**src/rtl/cl_sd_sector_loader.sv**
```systemverilog
// Loads NUM_SECTORS consecutive SD sectors starting at START_ADR and streams them
// out as big-endian 32-bit words with a running word index (25 MHz SD clock domain).
module cl_sd_sector_loader #(
  parameter logic [31:0] START_ADR   = 32'h0000_0000,
  parameter int unsigned NUM_SECTORS = 4,
  parameter int unsigned IDX_W       = 10
) (
  input  logic             clk,
  input  logic             reset,
  input  logic             start,
  input  logic             sd_ready,
  input  logic             sd_byte_available,
  input  logic [7:0]       sd_dout,
  output logic             sd_rd,
  output logic [31:0]      sd_address,
  output logic             word_valid,
  output logic [31:0]      word_data,
  output logic [IDX_W-1:0] word_index,
  output logic             busy,
  output logic             done,
  output logic             error
);

  typedef enum logic [1:0] {
    S_IDLE,
    S_ISSUE,
    S_READ,
    S_SECTOR_END
  } state_t;

  localparam logic [8:0] NUM_SEC9  = 9'(NUM_SECTORS);
  localparam logic [8:0] LAST_BYTE = 9'd511;

  state_t      state;
  logic        avail_q;
  logic        rd_acked;
  logic [8:0]  byte_cnt;
  logic [7:0]  sector_cnt;
  logic [23:0] word_buf;
  logic        byte_take;
  logic        last_sector;

  assign byte_take   = sd_byte_available & ~avail_q;
  assign last_sector = ({1'b0, sector_cnt} + 9'd1) == NUM_SEC9;

  always_ff @(posedge clk) begin
    if (reset) begin
      state      <= S_IDLE;
      avail_q    <= 1'b0;
      rd_acked   <= 1'b0;
      byte_cnt   <= '0;
      sector_cnt <= '0;
      word_buf   <= '0;
      sd_rd      <= 1'b0;
      sd_address <= START_ADR;
      word_valid <= 1'b0;
      word_data  <= '0;
      word_index <= '0;
      busy       <= 1'b0;
      done       <= 1'b0;
      error      <= 1'b0;
    end else begin
      avail_q    <= sd_byte_available;
      word_valid <= 1'b0;
      // Index advances the cycle after its strobe; a start in IDLE overrides below.
      if (word_valid) word_index <= word_index + IDX_W'(1);

      case (state)
        S_IDLE: begin
          if (start) begin
            state      <= S_ISSUE;
            done       <= 1'b0;
            error      <= 1'b0;
            word_index <= '0;
            sd_address <= START_ADR;
            sector_cnt <= '0;
            byte_cnt   <= '0;
            rd_acked   <= 1'b0;
            busy       <= 1'b1;
            sd_rd      <= 1'b1;
          end
        end

        S_ISSUE: begin
          // The controller must first see rd with ready high, then drop ready.
          if (sd_rd && sd_ready) rd_acked <= 1'b1;
          if (sd_rd && rd_acked && !sd_ready) begin
            sd_rd    <= 1'b0;
            rd_acked <= 1'b0;
            byte_cnt <= '0;
            state    <= S_READ;
          end
        end

        S_READ: begin
          if (sd_ready && !(byte_take && byte_cnt == LAST_BYTE)) begin
            error <= 1'b1;
            busy  <= 1'b0;
            state <= S_IDLE;
          end else if (byte_take) begin
            word_buf <= {word_buf[15:0], sd_dout};
            byte_cnt <= byte_cnt + 9'd1;
            if (byte_cnt[1:0] == 2'd3) begin
              word_data  <= {word_buf, sd_dout};
              word_valid <= 1'b1;
            end
            if (byte_cnt == LAST_BYTE) state <= S_SECTOR_END;
          end
        end

        S_SECTOR_END: begin
          if (sd_ready) begin
            if (last_sector) begin
              done  <= 1'b1;
              busy  <= 1'b0;
              state <= S_IDLE;
            end else begin
              sd_address <= sd_address + 32'd512;
              sector_cnt <= sector_cnt + 8'd1;
              rd_acked   <= 1'b0;
              sd_rd      <= 1'b1;
              state      <= S_ISSUE;
            end
          end
        end

        default: state <= S_IDLE;
      endcase
    end
  end

endmodule

```
**config.mk**
```make
export PLATFORM = sky130hd
export DESIGN_NAME = cl_sd_sector_loader
export DESIGN_NICKNAME = d
export VERILOG_FILES = /design/src/rtl/cl_sd_sector_loader.sv
export SDC_FILE = /design/constraint.sdc
export NUM_CORES = 1
export LEC_CHECK = 0
export CORE_ASPECT_RATIO = 0.6
export CORE_MARGIN = 5
export CORE_UTILIZATION = 35
export DETAILED_ROUTE_END_ITERATION = 10
export PLACE_DENSITY = 0.6
export SLEW_MARGIN = 20
export SYNTH_ARGS = -nofsm -noshare
export SYNTH_HDL_FRONTEND = slang
export SYNTH_SLANG_ARGS = --single-unit
export TNS_END_PERCENT = 20
```
**constraint.sdc**
```tcl
create_clock -name clk -period 2.9 [get_ports clk]
set_input_delay 0.435 -clock clk [delete_from_list [all_inputs] [get_ports clk]]
set_output_delay 0.435 -clock clk [all_outputs]
set_load 0.05 [all_outputs]
```
; Word level (Yosys, flattened, before mapping)
; Cells that the tools add are included.
; Widths: inputs -> output; s select.
[classes]
addsub = 5
n_eq_ne = 17
mux = 45
bitwise = 5
n_reduce_logical = 24
[ops]
columns = op, count
row1 = $mux 32, 3
row2 = $pmux 32 s2, 1
row3 = $mux 9, 4
row4 = $add 32x10->32 const B, 1
row5 = $mux 10, 3
row6 = $pmux 9 s3, 1
row7 = $reduce_and 5->1, 5
row8 = $mux 8, 3
row9 = $mux 1, 17
row10 = $ne 2x2->1 const B, 8
row11 = $pmux 8 s2, 1
row12 = $mux 2, 6
row13 = $reduce_and 4->1, 3
row14 = $add 10x1->10 const B, 1
row15 = $add 8x1->9 const B, 1
row16 = $add 9x1->9 const B, 1
row17 = $eq 9x3->1 const B, 1
row18 = $eq 9x9->1 const B, 1
row19 = $ne 3x3->1 const B, 3
row20 = $pmux 1 s3, 3
row21 = $reduce_bool 3->1, 3
row22 = $add 8x1->8 const B, 1
row23 = $pmux 2 s4, 1
row24 = $eq 2x2->1 const B, 3
row25 = other kinds (10), 21
[totals]
ff_bits = 124
input_bits = 13
output_inout_bits = 79
word_cells = 110

; Longest topological paths before layout
[depth]
depth_word = 7
ltp_mapped = 9
depth_no_buf = 7

; Worst setup path after synthesis
; No wires, ideal clock.
[synth_timing]
path_type = flip-flop to flip-flop
startpoint = reg sd_address[9]
endpoint = reg sd_address[31]
setup_ns = 0.075
arrival_ns = 2.026
t_required_ns = 2.825
setup_slack_ns = 0.798
path_stages_with_launch = 7
path_buffers = 1
period_less_slack_ns = 2.102
path_cell_list = dfxtp_1 > ha_1 > and4_1 > buf_4 > nand4_4 > or4_1 > a31oi_1
[synth_between]
elab_chain_cells = 4
[synth_rtl]
columns = element, line_no
row1 = start: declaration, 15  ; output logic [31:0] sd_address,
row2 = start signal: assignment, 118  ; sd_address <= sd_address + 32'd512;
row3 = $add 32x10->32, 118
row4 = $mux 32, 113  ; if (last_sector) begin
row5 = $mux 32, 112  ; if (sd_ready) begin
row6 = $pmux 32 s2, 68  ; case (state)
; Every way passes these cells. The select of a mux whose other input is x is not followed.
; A chain may end at the register's enable or synchronous reset.

; Worst setup path after layout
[layout_timing]
startpoint = reg byte_cnt[0]
endpoint = reg byte_cnt[3]
[layout_between]
elab_chain_cells = 6
elab_cells_between_ends = 10
classes_between = add/sub (1) / eq/ne (2) / mux (3) / reduce/logical (4)
[layout_rtl]
columns = element, line_no
row1 = start: declaration, 37  ; logic [8:0] byte_cnt;
row2 = start signal: assignment, 102  ; byte_cnt <= byte_cnt + 9'd1;
row3 = "parallel branches: the longest is 6 deep, another holds $add 9x1->9", -
; Several ways; the timed one is not identified. The select of a mux whose other input is x is not followed.

==> impl_metrics.json <==
{
  "min_period_ns": 2.45,
  "syn_avg_cell_area_sq_um": 8.27,
  "grt_max_degree": 69,
  "drtPass1Iterations": 5,
  "die_w_um": 166,
  "yosys.area.top_type_share_pct": 44.9,
  "die_h_um": 104,
  "ys_types": 59,
  "synth_compound_area_share_pct": 19.1,
  "yosys.area.top_type": "dfxtp_1",
  "yosys.area_share.adder_pct": 1.22,
  "crit_type": "flop to flop",
  "synthMuxAreaShare_pct": 0.390,
  "multi_input_area_sq_mm": 0.00254,
  "post-route-drc-count": 0,
  "p_leak_nw": 2.17,
  "drv_slew": 0,
  "vdd_drop_max_v": 0.000241,
  "hold_class": "flop to flop",
  "cts.sink_count": 115,
  "seq_area_sq_mm": 0.00230,
  "p_seq_share_pct": 41.3,
  "grt_pass1_wl_um": 22700,
  "core_area_sq_mm": 0.0144,
  "start_util_pct": 35.6,
  "clock_latency_ns": 0.41,
  "antenna_found_initial": 0,
  "final_antenna_net_count": 0,
  "ios": 92,
  "vias": 4760,
  "synthArstFlopShare_pct": 0,
  "dr.first_iter.drc_count": 403,
  "worst-path-buf-inv": 0,
  "sw_frac_of_total_pct": 23.9,
  "stdcell_count": 897,
  "cp_cell_sequence": "ha_1 > and4_1 > ha_1 > nand2b_1 > a21oi_1 > o31ai_1 > a21oi_1",
  "grtUsageTotal_pct": 15.7,
  "synth_area_leaders": "dfxtp_1 45%, nand2_1 10%, a21oi_1 8.2%",
  "clkPwrFrac_pct": 54.5,
  "grt_pass1_vias": 4363,
  "dp.cells": 865,
  "area_growth_pct": 28.8,
  "ys_ff_latch": 115,
  "dp_hpwl_um": 9560,
  "crit_path_max_incr_delay_ns": 0.74,
  "run_status": "completed",
  "synth_area_sq_mm": 0.00513,
  "yosysWarnings": 0,
  "hold_viol": 0,
  "synth-main-ff-cell": "dfxtp_1",
  "whs_ns": 0.450,
  "htree_levels": 4,
  "fmaxAchievable_mhz": 408,
  "synth_top_family_by_area": "simple AND/OR/NAND/NOR gates",
  "tns_ns": 0,
  "path_max_fanout": 15,
  "die_area_sq_mm": 0.0173,
  "yosysSeqAreaShare_pct": 44.9,
  "max-cap-violations": 0,
  "fin_skew_ns": 0.0129,
  "port-buffer-count": 82,
  "synth-edff-count": 0,
  "num-nets-final": 704,
  "rsz0062_at_grt": "false",
  "synthXorXnorAreaFrac_pct": 1.54,
  "slew_headroom_pct": 40.8,
  "cts_tree": "done",
  "dp_slack_ns": 0.498,
  "synthCells": 620,
  "p_per_area_mw_per_mm2": 587,
  "routed_wl_um": 13900,
  "num_antenna_cells": 0,
  "cts_buffers": 17,
  "finalCritPeriodShare_pct": 84.5,
  "arrival_ns": 2.78,
  "row_count": 34,
  "crit_slowest_cell": "a21oi_1",
  "wl_per_cell_um": 15.5,
  "cts_hold_buf": 0,
  "routed_via_density": 5.31,
  "clockBufferDepth": 2,
  "cts_setup_buffers": 0,
  "setup_viol": 0,
  "power_w": 0.00388,
  "worstSetupEndpointType": "flop",
  "synth-simple-area-share_pct": 26.6,
  "cts_resized": 0,
  "cp-start-kind": "flop",
  "fill_cells": 1420,
  "worstPathRequired_ns": 3.23,
  "overflow": 0,
  "combPwrFrac_pct": 4.2,
  "drive_above_1_share_pct": 9.01,
  "gp_congestion": 0.842,
  "worstMarginPinSlew_ns": 0.888,
  "critPathTopFamily": "compound AO/OA/AOI/OAI gates",
  "setup_slack_ns": 0.449,
  "clkTransAtPathRegs_ns": 0.06,
  "p_int_w": 0.00295,
  "p_sw_w": 0.000927,
  "cts-root-buf": "clkbuf_16"
}
-- Yosys cell counts, types with 4 or more instances --
cell,n
buf_4,11
xor2_1,5
a21oi_1,84
ha_1,5
inv_1,7
and3_1,7
and2_1,5
or4_1,8
o21ai_0,14
a311oi_2,6
a211oi_1,5
and4_1,8
nor2_1,26
nand4_1,17
nor3_1,5
a31oi_1,12
buf_6,4
clkbuf_1,18
dfxtp_1,115
nand3_1,33
o31ai_1,5
or4b_1,4
a41oi_1,4
xnor2_1,4
nand2_1,136
buf_2,17
nand2b_1,4
o211ai_1,7
-- power groups by stage --
| stage | clock network [W] | registers [W] | logic, W |
|---|---|---|---|
| CTS | 0.00216 | 0.00160 | 0.000164 |
| floorplan | 0 | 0.00164 | 0.000113 |
| detailed placement | 0 | 0.00164 | 0.000163 |
| finish | 0.00211 | 0.00160 | 0.000165 |
| global placement | 0 | 0.00164 | 0.000162 |
| global route | 0.00224 | 0.00160 | 0.000176 |
-- per-stage QoR --
step,util [%],area [sq um]
finish,45.8,6610
floorplan,-,5160
CTS,45.8,6610
global placement,41.7,6010
detailed placement,41.7,6010
global route,45.8,6610
-- logic make-up (layout without fill, tap and decap cells) --
logic type	after synthesis	in the layout
buf+inv	60	131
flops	115	115
mux	2	2
compound gates	155	155
fa+ha+maj	5	5
simple gates	273	273
xor+xnor	9	9
other cells	1	9
-- placed cells by master (no fill, tap or decap), types with 4 or more instances in the layout --
master	instances
a211oi_1	5
a21oi_1	84
a311oi_2	6
a31oi_1	12
a41oi_1	4
and2_1	5
and3_1	7
and4_1	8
buf_4	10
clkbuf_16	17
clkdlybuf4s50_1	81
clkinvlp_4	4
conb_1	9
dfxtp_1	115
ha_1	5
inv_1	7
inv_6	5
nand2_1	136
nand2b_1	4
nand3_1	33
nand4_1	17
nor2_1	26
nor3_1	5
o211ai_1	7
o21ai_0	14
o31ai_1	5
or4_1	8
or4b_1	4
xnor2_1	4
xor2_1	5
-- worst paths after layout --
kind                             startpoint                          to  slack (ns)  cells after the start
setup / recovery   byte_cnt[0]$_SDFFE_PP0P_    byte_cnt[3]$_SDFFE_PP0P_        0.45                      7
hold / removal    word_buf[22]$_SDFFE_PP0P_  word_data[30]$_SDFFE_PP0P_        0.45                      2
setup reg to reg   byte_cnt[0]$_SDFFE_PP0P_    byte_cnt[3]$_SDFFE_PP0P_        0.45                      7
hold reg to reg   word_buf[22]$_SDFFE_PP0P_  word_data[30]$_SDFFE_PP0P_        0.45                      2
-- sequential cells by signal, summed over array words and instances, names as in the netlist --
register    count
sector_cnt      8
word_valid      1
state           2
sd_address     23
byte_cnt        9
word_data      32
done            1
sd_rd           1
busy            1
word_index     10
avail_q         1
error           1
rd_acked        1
word_buf       24
-- worst min-delay path: cells and delay by family (launching register included) --
| family | cells | cell delay, ns |
|---|---|---|
| AO/OA/AOI/OAI | 1 | 0.05 |
| AND/OR/NAND/NOR | 1 | 0.05 |
| flip-flops | 1 | 0.31 |
-- cell type report --
| cell class | count | area share [%] |
|---|---|---|
| clock buffers | 19 | 6.85 |
| clock inverters | 13 | 2.23 |
| inverters | 7 | 0.398 |
| multi-input cells | 453 | 38.4 |
| flip-flops and latches | 115 | 34.8 |
| well taps | 198 | 3.75 |
| repair buffers | 92 | 13.5 |
-- layer usage --
| layer | vias to the layer above | share of wire, % | track usage (%) |
|---|---|---|---|
| met1 | 2243 | 51 | 23.5 |
| met2 | 173 | 41 | 21.6 |
| met3 | 14 | 7.1 | 5.14 |
| met4 | 0 | 0.66 | 4.03 |
| li1 | 2330 | - | - |
| met5 | - | 0 | 0 |
Note: power is estimated with default switching activity, not from simulation.
==> variant: new RTL, same flow settings <==
Register the output `error` once more, with the module's reset; this adds one clock of latency there. The other outputs are not delayed to match.
--- a/src/rtl/cl_sd_sector_loader.sv
+++ b/src/rtl/cl_sd_sector_loader.sv
@@ -31,6 +31,8 @@
   localparam logic [8:0] NUM_SEC9  = 9'(NUM_SECTORS);
   localparam logic [8:0] LAST_BYTE = 9'd511;
 
+  logic error_s0;
+
   state_t      state;
   logic        avail_q;
   logic        rd_acked;
@@ -58,7 +60,7 @@
       word_index <= '0;
       busy       <= 1'b0;
       done       <= 1'b0;
-      error      <= 1'b0;
+      error_s0   <= 1'b0;
     end else begin
       avail_q    <= sd_byte_available;
       word_valid <= 1'b0;
@@ -70,7 +72,7 @@
           if (start) begin
             state      <= S_ISSUE;
             done       <= 1'b0;
-            error      <= 1'b0;
+            error_s0   <= 1'b0;
             word_index <= '0;
             sd_address <= START_ADR;
             sector_cnt <= '0;
@@ -94,7 +96,7 @@
 
         S_READ: begin
           if (sd_ready && !(byte_take && byte_cnt == LAST_BYTE)) begin
-            error <= 1'b1;
+            error_s0 <= 1'b1;
             busy  <= 1'b0;
             state <= S_IDLE;
           end else if (byte_take) begin
@@ -129,5 +131,13 @@
     end
   end
 
+  always_ff @(posedge clk) begin
+    if (reset) begin
+      error <= '0;
+    end else begin
+      error <= error_s0;
+    end
+  end
+
 endmodule
 
Formal check against the unedited RTL: same outputs for any inputs over 4 cycles, from zero or initial values and one cycle with reset high; that may be too few to reach the edited logic, so the function may still have changed.
==> variant against the unedited design <==
Wire length is 8.2% lower. Global-route usage is 0.49 points lower. Largest cell class unchanged. Sequential cell count is 1 higher. Critical path depth is 3 higher. Power is 5.6% higher. Area after synthesis is 5.2% lower. Final area is 3.2% lower. Setup slack worse by 41 ps. Highest routed layer unchanged.
==> variant: results (changes against the unedited design) <==
Detailed routing
  – Via density: 5.070 (-4.5%)
  – Routed met1 length: 6.459 mm (-8.9%)
  – Starting DRT DRC Count: 286 (-29%)
  – Wire length on met3: 637 µm (-36%)

Setup path
  – Family with the most delay on the worst path: simple AND/OR/NAND/NOR gates
  – Peak fanout along the critical path: 7 (-8)
  – Largest stage delay, worst path: 380 ps (-360 ps)
  – Crit path arrival time: 2810 ps (+30 ps)

Global route
  – First-pass GRT wire length: 20.15 mm (-11%)
  – Grt met1 use: 22.39% (-1.1 points)
  – Largest net degree at the start of global routing: 73 (+5.8%)
  – Vias in the first global route: 3948 (-9.5%)

Finish
  – Fillcell total: 1301 (-8.4%)
  – Finished Layout Cells: 869 (-3.1%)
  – Layout cells sized above 1: 7.493% (-1.5 points)
  – Final net count: 700 (-0.57%)

Power
  – Int Power: 3.069 mW (+3.9%)
  – Worst vdd ir: 346.1 µV (+44%)

Synthesis
  – Top cells by area, synth: dfxtp_1 (48%), nand2_1 (11%), a21oi_1 (8.2%)
  – Most frequent cells after synthesis: nand2_1 (142), dfxtp_1 (116), a21oi_1 (80), nor2_1 (47), o21ai_0 (32)
  – Cell count after synthesis: 603 (-2.7%)

Placed design
  – Placed Cells: 837 (-3.2%)
  – Place WS: 405.3 ps (-92.73 ps)
  – GPL Wtd Cong: 0.8345 (-0.89%)

STA
  – Skew final: 10.57 ps (-2.311 ps)
  – Actual slew at the worst max-slew pin: 792.4 ps (-96.03 ps)

Hold path
  – HP Start: word_buf[16]$_SDFFE_PP0P_

Run status
  – Status: finished, final reports clean
[variant: changes by cell type after synthesis, moves of 6 or more]
cell,delta
nand2_1,+6
o211ai_1,-6
a311oi_2,-6
o21ai_1,+10
buf_2,-8
nor2_1,+21
or4_1,-6
nand3_1,-18
o21ai_0,+18
and4_1,-8
[variant: area by class of cell]
cell class	count	area, µm²	share of cell area [%]
tap	175	219.0	3.422
multi-input combinational	448	2330	36.41
clock buffer	17	425.4	6.648
inverter	7	26.28	0.4106
timing repair buffer	91	883.3	13.81
clock inverter	15	192.7	3.011
sequential	116	2322	36.29
[variant: through the flow]
stage,instance area [µm²],total power [mW]
after floorplan,4892,1.865
after global placement,5781,1.931
after detailed placement,5781,1.934
after CTS,6399,4.129
after global routing,6399,4.238
final,6399,4.096
[variant: path summary, 6_finish.rpt]
path	to	slack [ps]	cells past startpoint
setup / recovery	byte_cnt[7]$_SDFFE_PP0P_	410	10
hold / removal	word_data[24]$_SDFFE_PP0P_	450	2
setup reg to reg	byte_cnt[7]$_SDFFE_PP0P_	410	10
hold reg to reg	word_data[24]$_SDFFE_PP0P_	450	2
[variant: worst min-delay path, cell delays in order (launching register included)]
cell and delay (ps):
dfxtp_1 310, nand2_1 50, a21oi_1 50
[variant: cells by family after synthesis]
kind of cell,Yosys count,synth area share [%]
simple gates,269,25.55
flops,116,47.76
buf+inv,47,4.940
xor+xnor,14,2.522
other cells,1,0.07713
compound gates,149,17.40
mux,1,0.2059
fa+ha+maj,6,1.544
[variant: power groups by stage]
stage | sequential [mW] | combinational (mW) | clock (mW)
floorplan | 1.69 | 0.180 | 0
global placement | 1.68 | 0.251 | 0
detailed placement | 1.68 | 0.253 | 0
CTS | 1.65 | 0.256 | 2.23
global route | 1.65 | 0.277 | 2.31
finish | 1.65 | 0.256 | 2.19
